$ cat config.mk
export PLATFORM = sky130hd
export DESIGN_NAME = smaesh_key_fetch
export DESIGN_NICKNAME = d
export VERILOG_FILES = /design/src/rtl/smaesh_key_pkg.sv /design/src/rtl/smaesh_key_fetch.sv
export SDC_FILE = /design/constraint.sdc
export NUM_CORES = 1
export LEC_CHECK = 0
export BUFFER_PORTS_ARGS = -buffer_cell sky130_fd_sc_hd__buf_4
export CORE_MARGIN = 2
export CORE_UTILIZATION = 45
export DETAILED_ROUTE_END_ITERATION = 6
export PLACE_DENSITY = 0.8
export SYNTH_ARGS = -nofsm -noshare
export SYNTH_HDL_FRONTEND = slang
export SYNTH_SLANG_ARGS = --single-unit
$ cat constraint.sdc
create_clock -name clk -period 3.7 [get_ports clk]
set_input_delay 0.74 -clock clk [delete_from_list [all_inputs] [get_ports clk]]
set_output_delay 0.74 -clock clk [all_outputs]
set_load 0.05 [all_outputs]
$ cat src/rtl/smaesh_key_pkg.sv
// Shared types for the SMAesH key fetch front end.
// State encoding, key size codes and the key word count helper.
package smaesh_key_pkg;

  typedef enum logic [1:0] {
    IDLE,
    FETCH,
    LASTKEY,
    DONE
  } state_t;

  localparam logic [1:0] KS128 = 2'b00;
  localparam logic [1:0] KS192 = 2'b01;
  localparam logic [1:0] KS256 = 2'b10;

  // Word count modulo 8: a 256-bit key yields 3'd0, so
  // nwords(size) - 1 still gives the last index (7).
  function automatic logic [2:0] nwords(
    input logic [1:0] size
  );
    logic [2:0] n;
    n = 3'd4;
    unique case (1'b1)
      (size == KS192): n = 3'd6;
      (size == KS256): n = 3'd0;
      default:         n = 3'd4;
    endcase
    return n;
  endfunction

endpackage

$ cat src/rtl/smaesh_key_fetch.sv
// Key fetch front end of the SMAesH key scheduling unit.
// Ports: clk/rst; arbiter side start_fetch, valid_in, in_ready,
// key_data, cfg_size, cfg_inverse, busy; core side
// last_key_computation_required, last_key_done; key register
// side key_we, key_widx, key_wdata, key_nk, key_inverse,
// fetch_done.
module smaesh_key_fetch
  import smaesh_key_pkg::*;
#(
  parameter int d = 2
) (
  input  logic            clk,
  input  logic            rst,
  input  logic            start_fetch,
  input  logic            valid_in,
  output logic            in_ready,
  input  logic [32*d-1:0] key_data,
  input  logic [1:0]      cfg_size,
  input  logic            cfg_inverse,
  output logic            busy,
  output logic            last_key_computation_required,
  input  logic            last_key_done,
  output logic            key_we,
  output logic [2:0]      key_widx,
  output logic [32*d-1:0] key_wdata,
  output logic [1:0]      key_nk,
  output logic            key_inverse,
  output logic            fetch_done
);

  state_t     state;
  state_t     state_n;
  logic [2:0] cnt;
  logic [2:0] cnt_n;
  logic [2:0] last_idx;
  logic       accept;
  logic       start_acc;

  // Size comes straight from cfg while idle, latched after.
  assign last_idx = nwords(state == IDLE ? cfg_size
                                         : key_nk) - 3'd1;

  assign in_ready = ~rst &
                    ((state == IDLE) | (state == FETCH));

  assign start_acc = (state == IDLE) & start_fetch;

  assign accept = start_acc |
                  ((state == FETCH) & valid_in & in_ready);

  always_comb begin
    state_n = state;
    cnt_n   = cnt;
    unique case (state)
      IDLE: begin
        if (start_fetch) begin
          state_n = FETCH;
          cnt_n   = 3'd1;
        end
      end
      FETCH: begin
        if (accept) begin
          if (cnt == last_idx) begin
            cnt_n   = 3'd0;
            state_n = key_inverse ? LASTKEY : DONE;
          end else begin
            cnt_n = cnt + 3'd1;
          end
        end
      end
      LASTKEY: begin
        if (last_key_done) begin
          state_n = DONE;
        end
      end
      DONE: begin
        state_n = IDLE;
      end
      default: begin
        state_n = IDLE;
        cnt_n   = 3'd0;
      end
    endcase
  end

  always_ff @(posedge clk) begin
    if (rst) begin
      state       <= IDLE;
      cnt         <= 3'd0;
      busy        <= 1'b0;
      fetch_done  <= 1'b0;
      key_we      <= 1'b0;
      key_widx    <= 3'd0;
      key_wdata   <= '0;
      key_nk      <= KS128;
      key_inverse <= 1'b0;
      last_key_computation_required <= 1'b0;
    end else begin
      state      <= state_n;
      cnt        <= cnt_n;
      busy       <= (state_n != IDLE);
      fetch_done <= (state_n == DONE);
      key_we     <= accept;
      last_key_computation_required <= (state_n == LASTKEY);
      if (accept) begin
        key_widx  <= cnt;
        key_wdata <= key_data;
      end
      if (start_acc) begin
        key_nk      <= (cfg_size == 2'b11) ? KS128
                                           : cfg_size;
        key_inverse <= cfg_inverse;
      end
    end
  end

endmodule
==> impl_metrics.tcl, run 1 <==
set metrics [dict create \
    synth.distinct_cells 28 \
    setup_viol 0 \
    n_fill_cell 516 \
    synthesis.nets 423 \
    die_y_um 83.2 \
    start_util 0.472 \
    setup.worst_path.class "in2out" \
    fin_crit_sh 0.678 \
    hold_buffers 0 \
    io_pins 147 \
    worst_r2r_path_depth 6 \
    skew_ns 0.00822 \
    leakage_nw 1.91 \
    dp_cells 549 \
    drtIter0Drc 130 \
    ctsHtreeMaxLevel 3 \
    track_usage 0.204 \
    ant_nets 0 \
    synth-seq-cells 79 \
    stdcell_count 565 \
    drc_errors 0 \
    grt_pass1_wl_um 11800 \
    syn_area_per_cell_sq_um 8.10 \
    ir_worst_vdd_v 0.000339 \
    tightest_slew_ns 0.784 \
    vias_per_cell 4.95 \
    rsz0062_at_grt "false" \
    final_net_count 559 \
    dpl.hpwl_um 5070 \
    cts_setup_buffers 0 \
    grt_pass1_vias 2778 \
    crit_path_start "rst" \
    cts.sinks 79 \
    gp_congestion 0.775 \
    cts_buffer_depth 2 \
    p_seq_frac 0.435 \
    mostFrequentLayoutCells "buf_4 (147), nand2_1 (137), dfxtp_1 (79)" \
    endpoint "in_ready" \
    placed_area_sq_um 3960 \
    period_minus_slack_ns 2.51 \
    die_w_um 83.2 \
    cp.arrival_ns 1.77 \
    core_sq_um 5990 \
    yosysSeqAreaShare 0.560 \
    die_area_sq_um 6930 \
    syn_area_sq_um 2830 \
    cts_tree "built" \
    grt-ovfl-total 0 \
    slew_viol_final 0 \
    rows 28 \
    avgRoutedWirePerCell_um 12.7 \
    synthTopCellsByArea "dfxtp_1 (56%), nand2_1 (18%), a21oi_1 (13%)" \
    cts_made_buffers 9 \
    grt_max_degree 80 \
    pwr-share-clk 0.345 \
    worstReg2RegStart "state[1]" \
    tns_ns 0 \
    via_count 2797 \
    cts-resized-gates 0 \
    power_mw 2.15 \
    final_hold_viol_count 0 \
    postSynthCellCount 349 \
    final_common_cell "buf_4" \
    status "finished, final reports clean" \
    critical_path.cell_chain "buf_4 > buf_4 > nor2_1 > buf_4" \
    crit_top_cell "buf_4" \
    clkTransAtPathRegs_ns 0.07 \
    antenna_found_initial 0 \
    p_int_mw 1.52 \
    dr.pass1.iters 4 \
    diodes 0 \
    max_stage_delay_ns 0.60 \
    yosysTopAreaCell "dfxtp_1" \
    crit_fanout 79 \
    pwr-share-comb 0.220 \
    portBuffers 146 \
    r2r-end "last_key_computation_required" \
    max_cap_viol_count 0 \
    hold_class "reg2reg" \
    hold_slack_ns 0.456 \
    required_ns 2.96 \
    p_sw_mw 0.625 \
    wl_um 7170 \
    synth_top_cell_area_share 0.560 \
    cp_slowest_cell "buf_4" \
    crit_path_end_kind "primary output" \
    max_freq_mhz 398 \
    swShare 0.291 \
    worstSkewPairLatency_ns 0.33 \
    yosys_warnings 0 \
    worstSetupStartpointType "input pin" \
    cts_root_buffer "clkbuf_8" \
    ff2ff_setup_slack_ns 1.57 \
    area_delta_synth_final_pct 48.8 \
    slew_headroom 0.477 \
    powerDensity_nw_per_um2 511 \
    postLayoutCellArea_sq_um 4200 \
    drive_above_1_share 0.345 \
]
## registers in the layout, summed over array words and instances (netlist names)
register                       cells
busy                               1
fetch_done                         1
state                              2
last_key_computation_required      1
cnt                                3
key_nk                             2
key_wdata                         64
key_widx                           3
key_we                             1
key_inverse                        1
## cells by family after synthesis
logic type,count (synthesis),synth area share
and+or+nand+nor,156,0.223
AOI/OAI and AO/OA,82,0.153
DFF,79,0.560
buffers and inverters,26,0.0416
xor gates and xnor gates,2,0.00620
muxes,2,0.00753
adders and majority gates,2,0.00886
## through the flow
stage                     setup WS, ns  utilization
final                             1.19        0.702
after global routing              1.13        0.702
after CTS                         1.20        0.702
after detailed placement          1.21        0.661
after global placement            1.20        0.661
after floorplan                   1.23            -
## worst min-delay path by stage
| stage | start | to | slack (ns) | depth (start not counted) |
|---|---|---|---|---|
| after global placement | key_wdata[54] | key_wdata[54] | 0.44 | 2 |
| final | key_widx[1] | key_widx[1] | 0.46 | 2 |
| after floorplan | cnt[2] | key_widx[2] | 0.46 | 2 |
| after CTS | key_wdata[54] | key_wdata[54] | 0.46 | 2 |
| after global routing | key_wdata[53] | key_wdata[53] | 0.48 | 2 |
| after detailed placement | key_wdata[54] | key_wdata[54] | 0.45 | 2 |
## synthesized netlist by cell type
master / n
a211oi_1: 2
a21oi_1: 71
a221oi_1: 1
a31oi_1: 1
a32oi_1: 1
and4bb_1: 1
buf_2: 10
buf_4: 2
clkbuf_1: 12
dfxtp_1: 79
ha_1: 2
inv_1: 2
mux2_2: 1
mux2i_1: 1
nand2_1: 137
nand2b_1: 3
nand3_1: 1
nand3b_1: 2
nand4_1: 1
nand4b_1: 1
nor2_1: 8
nor3b_2: 1
o21ai_0: 3
o21ba_2: 1
o21bai_1: 1
o22ai_1: 1
or2_1: 1
xor2_1: 2
## area by class of cell
class	count	area (sq um)	area share
clock inverters	2	60.1	0.0143
flip-flops and latches	79	1580	0.376
repair buffers	149	1140	0.272
well taps	75	93.8	0.0223
clock buffers	14	183	0.0435
multi-input cells	244	1130	0.270
inverters	2	7.51	0.00179
## metal layers
layer	vias to the layer above	global-route usage	share of wire	routed length, um
met4	0	0.0894	0.017	119
met2	108	0.360	0.48	3460
met5	-	0	0	0
met1	1272	0.212	0.41	2920
met3	12	0.0815	0.095	680
li1	1405	-	-	-
## power by group through the flow
stage	registers, mW	clock network (mW)	logic, mW
3_5_place_dp	0.953	0	0.476
2_1_floorplan	1.13	0	0.125
6_report	0.934	0.740	0.472
4_1_cts	0.934	0.759	0.476
3_3_place_gp	0.952	0	0.469
5_1_grt	0.942	0.794	0.502
## critical path: cells and delay by family
kind,cells,cell delay (ns)
buf+inv,3,0.91
simple gates,1,0.08
(Power assumes the default switching activity.)
==> run 2: changes to the inputs <==
- CORE_UTILIZATION: 45 -> 44
- PLACE_DENSITY: 0.8 -> 0.78
- clock period: 3.7 -> 2.6 ns (I/O delays scaled with it)
==> run 2 against run 1 <==
Net effect:
- first-iteration DRC count down 30%
- clock-buffer cell count down 4
- combinational power up 43%
- critical endpoint is now last_key_computation_required
==> impl_metrics.tcl, run 2 (synthesis results as in run 1) <==
set metrics [dict create \
    hold_end "key_inverse" \
    crit_fanout 6 \
    ir_worst_vdd_v 0.000557 \
    grt_pass1_wl_um 11700 \
    die_y_um 84.1 \
    cts_setup_buffers 0 \
    rsz0062_at_grt "false" \
    core_sq_um 6280 \
    status "finished, final reports clean" \
    powerDensity_nw_per_um2 749 \
    portBuffers 146 \
    cts.sinks 79 \
    gp_congestion 0.815 \
    drtIter0Drc 91 \
    cts_tree "built" \
    cts_root_buffer "clkbuf_8" \
    skew_ns 0.00697 \
    tns_ns 0 \
    slew_viol_final 0 \
    min_path_cells 3 \
    setup_viol 0 \
    avgRoutedWirePerCell_um 12.7 \
    layout_setup_ws_ns 0.487 \
    ant_nets 0 \
    hold_class "in2reg" \
    cts_buffer_depth 2 \
    hold_path.startpoint "cfg_inverse" \
    via_count 2793 \
    cts_made_buffers 9 \
    max_cap_viol_count 0 \
    cp_slowest_cell "mux2_2" \
    max_flop_register "key_wdata" \
    dpl.hpwl_um 5030 \
    worst_r2r_path_depth 6 \
    final_hold_viol_count 0 \
    die_area_sq_um 7080 \
    io_pins 147 \
    top_regs "key_wdata: 64 flops, cnt: 3 flops, key_widx: 3 flops" \
    clkTransAtPathRegs_ns 0.07 \
    rows 29 \
    worstSetupStartpointType "register" \
    required_ns 2.84 \
    mostFrequentLayoutCells "buf_4 (149), nand2_1 (137), dfxtp_1 (79)" \
    area_delta_synth_final_pct 50.0 \
    final_common_cell "buf_4" \
    crit_path_end_kind "register" \
    diodes 0 \
    vias_per_cell 4.91 \
    dr.pass1.iters 4 \
    max_stage_delay_ns 0.37 \
    n_fill_cell 534 \
    drive_above_1_share 0.348 \
    slew_headroom 0.466 \
    ff2ff_setup_slack_ns 0.49 \
    largest_register_ffs 64 \
    start_util 0.450 \
    r2r-end "last_key_computation_required" \
    critPathBufInv 0 \
    grt-ovfl-total 0 \
    hold_buffers 0 \
    wl_um 7230 \
    worstSkewPairLatency_ns 0.34 \
    worstReg2RegStart "state[1]" \
    die_w_um 84.1 \
    ctsHtreeMaxLevel 3 \
    grt_pass1_vias 2737 \
    antenna_found_initial 0 \
    critical_path.cell_chain "nor2_1 > mux2_2 > ha_1 > xor2_1 > nand4_1 > a221oi_1" \
    cts-resized-gates 0 \
    postLayoutCoreUtil 0.675 \
    track_usage 0.203 \
    max_freq_mhz 473 \
    setup.worst_path.class "reg2reg" \
    final_net_count 561 \
    fin_crit_sh 0.813 \
    tightest_slew_ns 0.801 \
    critPathTopFamily "simple AND/OR/NAND/NOR gates" \
    cp.arrival_ns 2.35 \
    leakage_nw 1.93 \
    drc_errors 0 \
    grt_max_degree 79 \
    period_minus_slack_ns 2.11 \
    post-place-ws_ns 0.510 \
]
-- run 2: cell count changes in the layout (fill, tap and decap cells not counted) --
| cell | change |
|---|---|
| clkinvlp_4 | +1 |
| bufinv_16 | +2 |
| buf_4 | +2 |
| clkinv_2 | +1 |
| clkbuf_8 | -4 |
-- run 2: power by group --
| part | internal (mW) | switching, mW | leakage, nW |
|---|---|---|---|
| Clock | 0.734 | 0.433 | 0.126 |
| Sequential | 1.29 | 0.0427 | 0.648 |
| Combinational | 0.233 | 0.443 | 1.15 |
-- run 2: area by class of cell --
type | instances | area (sq um) | share of cell area
inverter | 2 | 7.51 | 0.00177
tap | 77 | 96.3 | 0.0227
sequential | 79 | 1580 | 0.373
multi-input combinational | 244 | 1130 | 0.267
clock buffer | 10 | 128 | 0.0301
clock inverter | 6 | 133 | 0.0313
timing repair buffer | 151 | 1160 | 0.273
-- run 2: layer usage --
metal / track usage / vias to the layer above / share of wire
li1: - / 1410 / -
met1: 0.222 / 1277 / 0.40
met2: 0.348 / 90 / 0.49
met3: 0.0669 / 16 / 0.084
met4: 0.106 / 0 / 0.026
met5: 0 / - / 0
-- run 2: stage by stage --
stage	power [mW]	instances	hold WS [ns]	instance area, sq um
after floorplan	1.79	349	0.461	2830
after global placement	2.03	553	0.442	3980
after detailed placement	2.04	553	0.449	3980
after CTS	3.21	569	0.397	4240
after global routing	3.30	569	0.398	4240
final	3.17	569	0.410	4240
-- run 2: worst max path at each step --
stage                     start                            end  slack, ns  depth (start not counted)
CTS                    state[1]  last_key_computation_required       0.48                          6
detailed placement  start_fetch                         cnt[2]       0.51                          6
floorplan                   rst                       in_ready       0.57                          3
global route           state[1]  last_key_computation_required       0.32                          6
finish                 state[1]  last_key_computation_required       0.49                          6
global placement    start_fetch                         cnt[2]       0.61                          6
-- run 2: worst reg2reg max path, stage by stage, from the launching register on --
cell and delay (ns):
dfxtp_1 0.36, nor2_1 0.25, mux2_2 0.37, ha_1 0.30, xor2_1 0.23, nand4_1 0.21, a221oi_1 0.29
==> run 3: changes to the inputs <==
- clock period: 2.6 -> 2.1 ns (I/O delays scaled with it)
==> run 3 against run 2 <==
Net effect:
- setup slack got worse by 0.32 ns
- clock power grew 23%
- sequential share of layout area down 0.38 points
- utilization rose by 0.70 points
- non-clock buffer count rose by 2
- clock skew increased by 0.0045 ns
- critical path depth stayed put
- register-to-register slack worse by 0.32 ns
- sequential cell count unchanged
- die area stayed put
- maximum frequency rose by 9.2%
- sequential power up 24%
- critical path type unchanged
- critical endpoint is now state[0]
==> impl_metrics.tcl, run 3 (synthesis results as in run 1) <==
set metrics [dict create \
    status "finished, final reports clean" \
    crit_path_end_kind "register" \
    leakage_nw 1.94 \
    cp.arrival_ns 2.16 \
    cts.sinks 79 \
    cts_root_buffer "clkbuf_8" \
    cp_slowest_cell "dfxtp_1" \
    worst_r2r_path_depth 6 \
    ir_worst_vdd_v 0.000560 \
    max_stage_delay_ns 0.35 \
    core_sq_um 6280 \
    cts_tree "built" \
    ctsHtreeMaxLevel 3 \
    drtIter0Drc 98 \
    max_cap_viol_count 0 \
    worstReg2RegStart "state[0]" \
    r2r-end "state[0]" \
    wl_met1_um 2950 \
    die_w_um 84.1 \
    ff2ff_setup_slack_ns 0.16 \
    clkTransAtPathRegs_ns 0.08 \
    slew_headroom 0.471 \
    worstSkewPairLatency_ns 0.34 \
    critPathTopFamily "simple AND/OR/NAND/NOR gates" \
    grt_max_degree 79 \
    die_area_sq_um 7080 \
    largest_register_ffs 64 \
    stdcell_count 571 \
    cts_buffer_depth 2 \
    layout_setup_ws_ns 0.165 \
    dpl.hpwl_um 5050 \
    rows 29 \
    final_common_cell "buf_4" \
    drive_above_1_share 0.356 \
    io_pins 147 \
    critical_path.cell_chain "nor2_2 > mux2_2 > ha_1 > xor2_2 > nand4_1 > o21ba_2" \
    dp_cells 555 \
    tightest_slew_ns 0.794 \
    setup.worst_path.class "reg2reg" \
    max_flop_register "key_wdata" \
    wl_um 7220 \
    dr.pass1.iters 5 \
    hold_slack_ns 0.320 \
    fin_crit_sh 0.921 \
    area_delta_synth_final_pct 51.6 \
    wl_met3_um 608 \
    max_freq_mhz 517 \
    gp_congestion 0.809 \
    cts_made_buffers 9 \
    skew_ns 0.0115 \
    worstSetupStartpointType "register" \
    tns_ns 0 \
    powerDensity_nw_per_um2 920 \
    min_path_cells 3 \
    final_hold_viol_count 0 \
    post-place-ws_ns 0.0802 \
    mostFrequentLayoutCells "buf_4 (150), nand2_1 (137), dfxtp_1 (79)" \
    grt_pass1_vias 2644 \
    antenna_found_initial 0 \
    met2WireLength_um 3490 \
    cp.depth 6 \
    hold_class "in2reg" \
    grt_pass1_wl_um 11800 \
    vias_per_cell 4.96 \
    grt-ovfl-total 0 \
    rsz0062_at_grt "false" \
    avgRoutedWirePerCell_um 12.6 \
    crit_path_start "state[0]" \
    setup_viol 0 \
    die_y_um 84.1 \
    via_count 2830 \
    critPathBufInv 0 \
    required_ns 2.33 \
    slew_viol_final 0 \
    period_minus_slack_ns 1.94 \
    power_mw 3.94 \
    dr.max_layer_used "met4" \
    start_util 0.450 \
    portBuffers 146 \
    track_usage 0.204 \
    final_net_count 563 \
    n_fill_cell 559 \
    drc_errors 0 \
    endpoint "state[0]" \
    crit_fanout 5 \
    top_regs "key_wdata: 64 flops, cnt: 3 flops, key_widx: 3 flops" \
    diodes 0 \
    ant_nets 0 \
]
-- run 3: cell count changes in the layout (fill, tap and decap cells not counted), sizes merged --
cell,delta
buf,+2
-- run 3: how the worst min path moves through the flow --
| stage | from | endpoint | slack (ns) |
|---|---|---|---|
| floorplan | cnt[2] | key_widx[2] | 0.46 |
| CTS | key_data[40] | key_wdata[40] | 0.31 |
| global placement | key_wdata[55] | key_wdata[55] | 0.44 |
| detailed placement | key_wdata[42] | key_wdata[42] | 0.45 |
| global route | key_data[8] | key_wdata[8] | 0.31 |
| finish | key_data[8] | key_wdata[8] | 0.32 |
-- run 3: power by group --
group          switching (mW)  internal (mW)
Combinational           0.552          0.299
Sequential             0.0526           1.59
Clock                   0.534          0.909
-- run 3: worst register-to-register path, delay by kind of cell (launching register included) --
kind,cells,cell delay [ns]
compound gates,1,0.25
xor+xnor,1,0.18
fa+ha+maj,1,0.32
flops,1,0.35
mux,1,0.35
simple gates,2,0.38
-- run 3: per-stage QoR --
step,utilization,instance area (sq um)
2_1_floorplan,-,2830
3_3_place_gp,0.638,4010
3_5_place_dp,0.638,4010
4_1_cts,0.679,4270
5_1_grt,0.682,4280
6_report,0.682,4280
-- run 3: cell type report --
| type | instances | area, sq um | share of cell area |
|---|---|---|---|
| sequential | 79 | 1580 | 0.369 |
| multi-input combinational | 244 | 1150 | 0.269 |
| inverter | 2 | 7.51 | 0.00175 |
| clock buffer | 10 | 128 | 0.0298 |
| tap | 77 | 96.3 | 0.0225 |
| timing repair buffer | 153 | 1190 | 0.277 |
| clock inverter | 6 | 133 | 0.0310 |
-- run 3: per-layer routing --
layer  vias to the layer above  track usage
li1                       1416            -
met1                      1285        0.233
met2                       114        0.350
met3                        15       0.0659
met4                         0       0.0850
met5                         -            0
-- run 3: what timing repair did --
action                     CTS  global route
hold buffers                 0             0
setup endpoints to repair    0             4
setup buffers                0             0
gates resized for setup      0             3
